File: src/rtl/pipe_stage_hs_reg.sv
// Handshaked pipeline stage register carrying a payload plus register-file
// writeback control. SKID=0 is a single register with a combinational ready.
// SKID=1 is a two-slot skid buffer with a registered ready. A forwarding tap
// taken from the head entry feeds the hazard/forwarding unit.
module pipe_stage_hs_reg #(
  parameter int DATA_W = 96,
  parameter int ADDR_W = 5,
  parameter int SEL_W  = 3,
  parameter int SKID   = 1
) (
  input  logic              clk,
  input  logic              rst,
  input  logic              flush,
  input  logic              in_valid,
  output logic              in_ready,
  input  logic [DATA_W-1:0] in_data,
  input  logic [ADDR_W-1:0] in_rf_waddr,
  input  logic              in_rf_wena,
  input  logic [SEL_W-1:0]  in_rf_sel,
  output logic              out_valid,
  input  logic              out_ready,
  output logic [DATA_W-1:0] out_data,
  output logic [ADDR_W-1:0] out_rf_waddr,
  output logic              out_rf_wena,
  output logic [SEL_W-1:0]  out_rf_sel,
  output logic              fwd_valid,
  output logic [ADDR_W-1:0] fwd_waddr,
  output logic [1:0]        occupancy
);

  typedef struct packed {
    logic [DATA_W-1:0] data;
    logic [ADDR_W-1:0] waddr;
    logic              wena;
    logic [SEL_W-1:0]  sel;
  } ent_t;

  ent_t in_ent;
  ent_t main_q;
  logic main_v;

  assign in_ent = {in_data, in_rf_waddr, in_rf_wena, in_rf_sel};

  generate
    if (SKID == 0) begin : g_single
      logic in_xfer;
      logic out_xfer;

      assign in_ready  = out_ready | ~main_v;
      assign in_xfer   = in_valid & in_ready;
      assign out_xfer  = main_v & out_ready;
      assign occupancy = {1'b0, main_v};

      // Single holding register: load on accept, empty on drain, else hold.
      always_ff @(posedge clk or negedge rst) begin
        if (!rst) begin
          main_q <= '0;
          main_v <= 1'b0;
        end else if (flush) begin
          main_v <= 1'b0;
        end else if (in_xfer) begin
          main_q <= in_ent;
          main_v <= 1'b1;
        end else if (out_xfer) begin
          main_v <= 1'b0;
        end
      end
    end else begin : g_skid
      ent_t skid_q;
      logic skid_v;
      logic rdy_q;
      logic in_xfer;

      // Ready is a flop so upstream never sees a path from out_ready.
      assign in_ready  = rdy_q;
      assign in_xfer   = in_valid & rdy_q;
      assign occupancy = {1'b0, main_v} + {1'b0, skid_v};

      // Main refills from skid first (FIFO order), then from the input;
      // a stalled main diverts an accepted input into skid.
      always_ff @(posedge clk or negedge rst) begin
        if (!rst) begin
          main_q <= '0;
          main_v <= 1'b0;
          skid_q <= '0;
          skid_v <= 1'b0;
          rdy_q  <= 1'b1;
        end else if (flush) begin
          main_v <= 1'b0;
          skid_v <= 1'b0;
          rdy_q  <= 1'b1;
        end else if (!main_v || out_ready) begin
          if (skid_v) begin
            main_q <= skid_q;
            main_v <= 1'b1;
            skid_v <= in_xfer;
            rdy_q  <= ~in_xfer;
            if (in_xfer) skid_q <= in_ent;
          end else if (in_xfer) begin
            main_q <= in_ent;
            main_v <= 1'b1;
            rdy_q  <= 1'b1;
          end else begin
            main_v <= 1'b0;
            rdy_q  <= 1'b1;
          end
        end else if (in_xfer) begin
          skid_q <= in_ent;
          skid_v <= 1'b1;
          rdy_q  <= 1'b0;
        end
      end
    end
  endgenerate

  // Head entry drives the outputs; write enables are gated so a stale
  // payload behind a cleared valid can never write back or forward.
  assign out_valid    = main_v;
  assign out_data     = main_q.data;
  assign out_rf_waddr = main_q.waddr;
  assign out_rf_sel   = main_q.sel;
  assign out_rf_wena  = main_q.wena & main_v;
  assign fwd_valid    = out_rf_wena & (main_q.waddr != '0);
  assign fwd_waddr    = main_q.waddr;

endmodule
File: config.mk
export PLATFORM = sky130hd
export DESIGN_NAME = pipe_stage_hs_reg
export DESIGN_NICKNAME = d
export VERILOG_FILES = /design/src/rtl/pipe_stage_hs_reg.sv
export SDC_FILE = /design/constraint.sdc
export NUM_CORES = 1
export LEC_CHECK = 0
export ABC_CLOCK_PERIOD_IN_PS = 2500
export BUFFER_PORTS_ARGS = -buffer_cell sky130_fd_sc_hd__buf_2
export CAP_MARGIN = 20
export CORE_AREA = 3 3 148 207
export DETAILED_ROUTE_END_ITERATION = 10
export DIE_AREA = 0 0 151 210
export HOLD_SLACK_MARGIN = 0.1
export SLEW_MARGIN = 25
export SYNTH_ARGS = -nofsm -noshare
export SYNTH_HDL_FRONTEND = slang
export SYNTH_SLANG_ARGS = --single-unit
File: constraint.sdc
create_clock -name clk -period 2.5 [get_ports clk]
set_input_delay 0.125 -clock clk [delete_from_list [all_inputs] [get_ports clk]]
set_output_delay 0.125 -clock clk [all_outputs]
set_load 0.005 [all_outputs]
# Word level (Yosys, flattened, before mapping)
# Index checks and enable logic that the tools add are counted.
totals:
  ff_bits: 213
  latch_bits: 0
  mem_bits_rw: 0
  romBits: 0
  in_bits: 110
  output_inout_bits: 115
  wordCells: 43
  memories: 0
op_classes:
  add_sub_neg: 1
  mul: 0
  div: 0
  n_lt_le_gt_ge: 0
  n_eq_ne: 1
  shifts: 0
  n_mux: 17
  n_bitwise: 5
  reduce_logical: 8
ops:
  columns: ["op", "n"]
  rows:
  - ["$mux 105", 5]
  - ["$mux 1", 12]
  - ["$reduce_bool 5->1", 1]
  - ["$reduce_bool 2->1", 2]
  - ["$and 1x1->1", 3]
  - ["$reduce_and 3->1", 1]
  - ["$reduce_bool 3->1", 1]
  - ["$add 1x1->2", 1]
  - ["$ne 2x2->1 const B", 1]
  - ["$not 1->1", 2]
  - ["$reduce_and 2->1", 1]
  - ["$logic_not 1->1", 1]
  - ["$logic_or 1x1->1", 1]

# Longest topological paths before layout
depth:
  depth_word: 5
  mapped_depth: 6
  depth_no_buf: 3

# Least setup slack after synthesis
# Ideal clock, no wire load.
synth_path:
  kind: "register to register"
  from: "reg g_skid.rdy_q, in the netlist in_ready"
  to: "reg g_skid.skid_q[0] (netlist name)"
  setup_time_ps: 127
  arrival_time_ps: 1606
  required_ps: 2373
  path_slack_ps: 767
  stages_incl_launch_ff: 6
  n_path_buf: 2
  synth_period_minus_slack_ps: 1733
  path_cell_list: "dfstp_2 -> nand2_1 -> a211oi_2 -> buf_4 -> buf_6 -> mux2_1"
synth_via:
  elab_chain_cells: 4
synth_lines:
  columns: ["item", "line_no", "text"]
  rows:
  - ["from (decl)", "71", "logic rdy_q;"]
  - ["from (signal assigned)", "97", "rdy_q <= ~in_xfer;"]
  - ["$and 1x1->1 *", "76", "assign in_xfer = in_valid & rdy_q;"]
  - ["$mux 105 *", null, null]
  - ["$mux 105", null, null]
  - ["$mux 105 *", null, null]
  - ["to (signal assigned)", "98", "if (in_xfer) skid_q <= in_ent;"]
  - ["to (signal assigned)", "108", "skid_q <= in_ent;"]
  - ["to (decl)", "69", "ent_t skid_q;"]
# Every way passes the cells marked *; elsewhere a longest branch is shown, timed or not. The select of a mux whose other input is x is not followed.
# A chain may end at the register's enable or synchronous reset.

# Worst setup path in the final report
layout_path:
  from: "reg g_skid.skid_v"
  to: "out occupancy[0]"
layout_via:
  elab_chain_cells: 1
layout_lines:
  columns: ["item", "line_no", "text"]
  rows:
  - ["from (decl)", "70", "logic skid_v;"]
  - ["from (signal assigned)", "96", "skid_v <= in_xfer;"]
  - ["$add 1x1->2", "77", "assign occupancy = {1'b0, main_v} + {1'b0, skid_v};"]
  - ["to (decl)", "28", "output logic [1:0] occupancy"]
# Every way passes these cells.

==> results by group <==
Timing
  • Setup TNS Final: 0 ns
  • RSZ-0062 raised after global routing: no
  • Worst slew pin tran: approximately 0.52 ns
  • Hold Slack: between 0.1 and 0.15 ns
  • Slew margin rel.: 0.652
  • Pins Over Slew Limit: 0
  • Final Hold Fails: 0
  • Minimum clock period: ~2.0 ns
  • Skew final: 0.00750 ns
  • Setup Viol. Count Final: 0
  • Final period utilization: 0.796
  • Peak Freq: around 500 MHz

Logic synthesis
  • Synth Net Count: 798
  • Yosys warns: 0
  • Post-synthesis cell type count: 22
  • Mapped Avg Cell Area: ~15 sq um
  • Seq/Total Area, Yosys: 0.531
  • Xor/xnor share of the synthesized area: 0
  • Combinational family with the most area after synthesis: multiplexers
  • Post-synthesis mux area share: 0.353
  • Post-Synth Simple-Gate Area: 0.00436
  • Post-Synthesis Cells: 687
  • Adder-Cell Fraction of Synth Area: 0.00224
  • Post-synth design cell area: about 10000 sq um
  • Synth Area in Compound Gates: 0.00399
  • Yosys reg bits: 213

Clock network
  • CTS Buf Count: 23
  • Clock buffer depth: 3
  • CTS HTree Levels: 1
  • CTS root buf: clkbuf_16
  • Clk_lat worst skew: about 0.50 ns
  • Post-CTS Setup Inserts: 0
  • Clk sinks: approximately 210
  • CTS clk-pin slew, worst paths: about 0.060 ns
  • CTS tree: built

Pwr
  • Leak pwr: about 5.6 nW
  • PD cells: around 800 nW/um^2
  • VDD IR max: 0.496 mV

Die
  • Initial core utilization: 0.345
  • Rows: 74
  • Full die area: 31700 sq um
  • Die W: around 150 um
  • Number of I/O pins: 225
  • Core area: 29100 sq um
  • Die Y: 210 um

Setup path
  • Setup CP Type: flop to output port
  • R2R Setup Slk: ~0.54 ns
  • Critical path peak fanout: 37
  • Arr. time, crit path: 1.87 ns
  • Crit. End Element: output port
  • Critical path cell sequence: buf_4, ha_1, buf_2
  • CP peak stage delay: ~0.45 ns
  • Slowest cell on the critical path: buf_4
  • Required @ worst endpoint: about 2.4 ns
  • Startpoint Class: flop

Routing
  • Avg Vias per Cell: between 4 and 5
  • DRT antenna net count: 0
  • 1st-iter DRT viols: ~140
  • DRC viols: 0
  • Avg WL per Cell: between 15 and 20 um
  • Routed WL: between 20 and 25 mm
  • TritonRoute pass-1 iters: 4
  • Vias: 5934

Global route
  • GRT Total Usage: 0.131
  • Vias in the first global route: 6585
  • Grt ovf: 0
  • Largest net degree at the start of global routing: 74
  • Antenna violations before repair: 1
  • First-pass GRT wire length: roughly 34 mm

Placed design
  • IO buf count: ~220
  • RePlAce Congestion: 0.705
  • Post-DP HPWL: approximately 13 mm

Finish
  • Commonest non-fill, non-tap cells in the layout: 223 x buf_2, 221 x mux2_2, 211 x dfrtp_1
  • Area delta synth->final: 26.5%
  • Ratio of cells with drive above 1 in the final layout: 0.536
  • Fin nets: slightly above 1000
  • Most common cell after layout, fill and taps aside: buf_2

Run
  • Max_cap viols: 0

Hold path
  • Tightest Hold Check Type: input port to async pin

Run status
  • Status: finished clean
layout make-up:
type                            count  area, sq um
Antenna cell                        1         2.50
Clock buffer                       34          687
Clock inverter                      6          114
Fill cell                        2665        16400
Inverter                            2         7.51
Multi-Input combinational cell    329         3670
Sequential cell                   213         5340
Tap cell                          380          475
Timing Repair Buffer              345         2410
logic make-up after synthesis:
group | Yosys count
flops | 213
buf+inv | 145
compound gates | 5
mux | 315
simple gates | 7
fa+ha+maj | 2
worst paths after layout:
| kind | startpoint | end | cells after the start |
|---|---|---|---|
| worst max register to register | in_ready | g_skid.skid_q[45] | 4 |
| min in group clk | out_ready | in_ready | 3 |
| worst min-delay path | rst | g_skid.skid_q[37] | 2 |
| worst max-delay path | g_skid.skid_v | occupancy[0] | 3 |
| max in group asynchronous | rst | out_data[5] | 3 |
| worst min register to register | out_data[43] | out_data[43] | 1 |
synthesized netlist by cell type:
cell / instances / area [sq um]
a211oi_2: 1 / 12.5
and2_1: 1 / 6.26
maj3_1: 1 / 10.0
buf_2: 16 / 80.1
dfrtp_1: 212 / 5310
nor2_1: 1 / 3.75
buf_4: 111 / 833
inv_2: 1 / 3.75
dfstp_2: 1 / 26.3
or4_1: 1 / 7.51
inv_1: 1 / 3.75
nand2_1: 2 / 7.51
ha_1: 1 / 12.5
a221o_1: 1 / 10.0
nand2b_1: 1 / 6.26
mux2_2: 221 / 2490
a21oi_1: 2 / 10.0
o21a_1: 1 / 7.51
clkbuf_1: 6 / 22.5
buf_6: 10 / 113
nor3b_2: 1 / 12.5
mux2_1: 94 / 1060
sequential cells by signal (all words and copies together), names as in the netlist:
name,cells
out_valid,1
g_skid.skid_v,1
g_skid.skid_q,105
main_q,1
out_data,96
in_ready,1
out_rf_sel,3
fwd_waddr,5
layer usage:
metal	share of wire	global-route usage	vias to the layer above
met5	0	0	-
met4	0.026	0.0444	0
met3	0.059	0.0256	35
met2	0.50	0.234	166
met1	0.42	0.156	2982
li1	-	-	2751
per-stage QoR:
stage          setup slack (ns)  std cells  power [mW]  utilization  area, sq um
2_1_floorplan             0.767        687        6.19            -        10000
3_3_place_gp              0.573       1160        6.45        0.372        10800
3_5_place_dp              0.536       1160        6.53        0.372        10800
4_1_cts                   0.435       1309        10.3        0.437        12700
5_1_grt                   0.383       1310        10.7        0.437        12700
6_report                  0.510       1310        10.1        0.437        12700
worst max-delay path: cells and delay by family (launching register included):
kind | cells | cell delay (ns)
buf+inv | 2 | 0.58
flops | 1 | 0.44
fa+ha+maj | 1 | 0.33
power by group:
| group | internal, mW | total [mW] | switching (mW) |
|---|---|---|---|
| combinational | 1.15 | 1.83 | 0.683 |
| clock | 2.21 | 3.57 | 1.36 |
| sequential | 4.33 | 4.73 | 0.401 |
| total | 7.68 | 10.1 | 2.45 |
timing repair:
action,CTS,global route
resized for setup,0,0
hold buffers,109,0
endpoints found under the hold margin,426,0
Power figures use the tool's default switching activity.
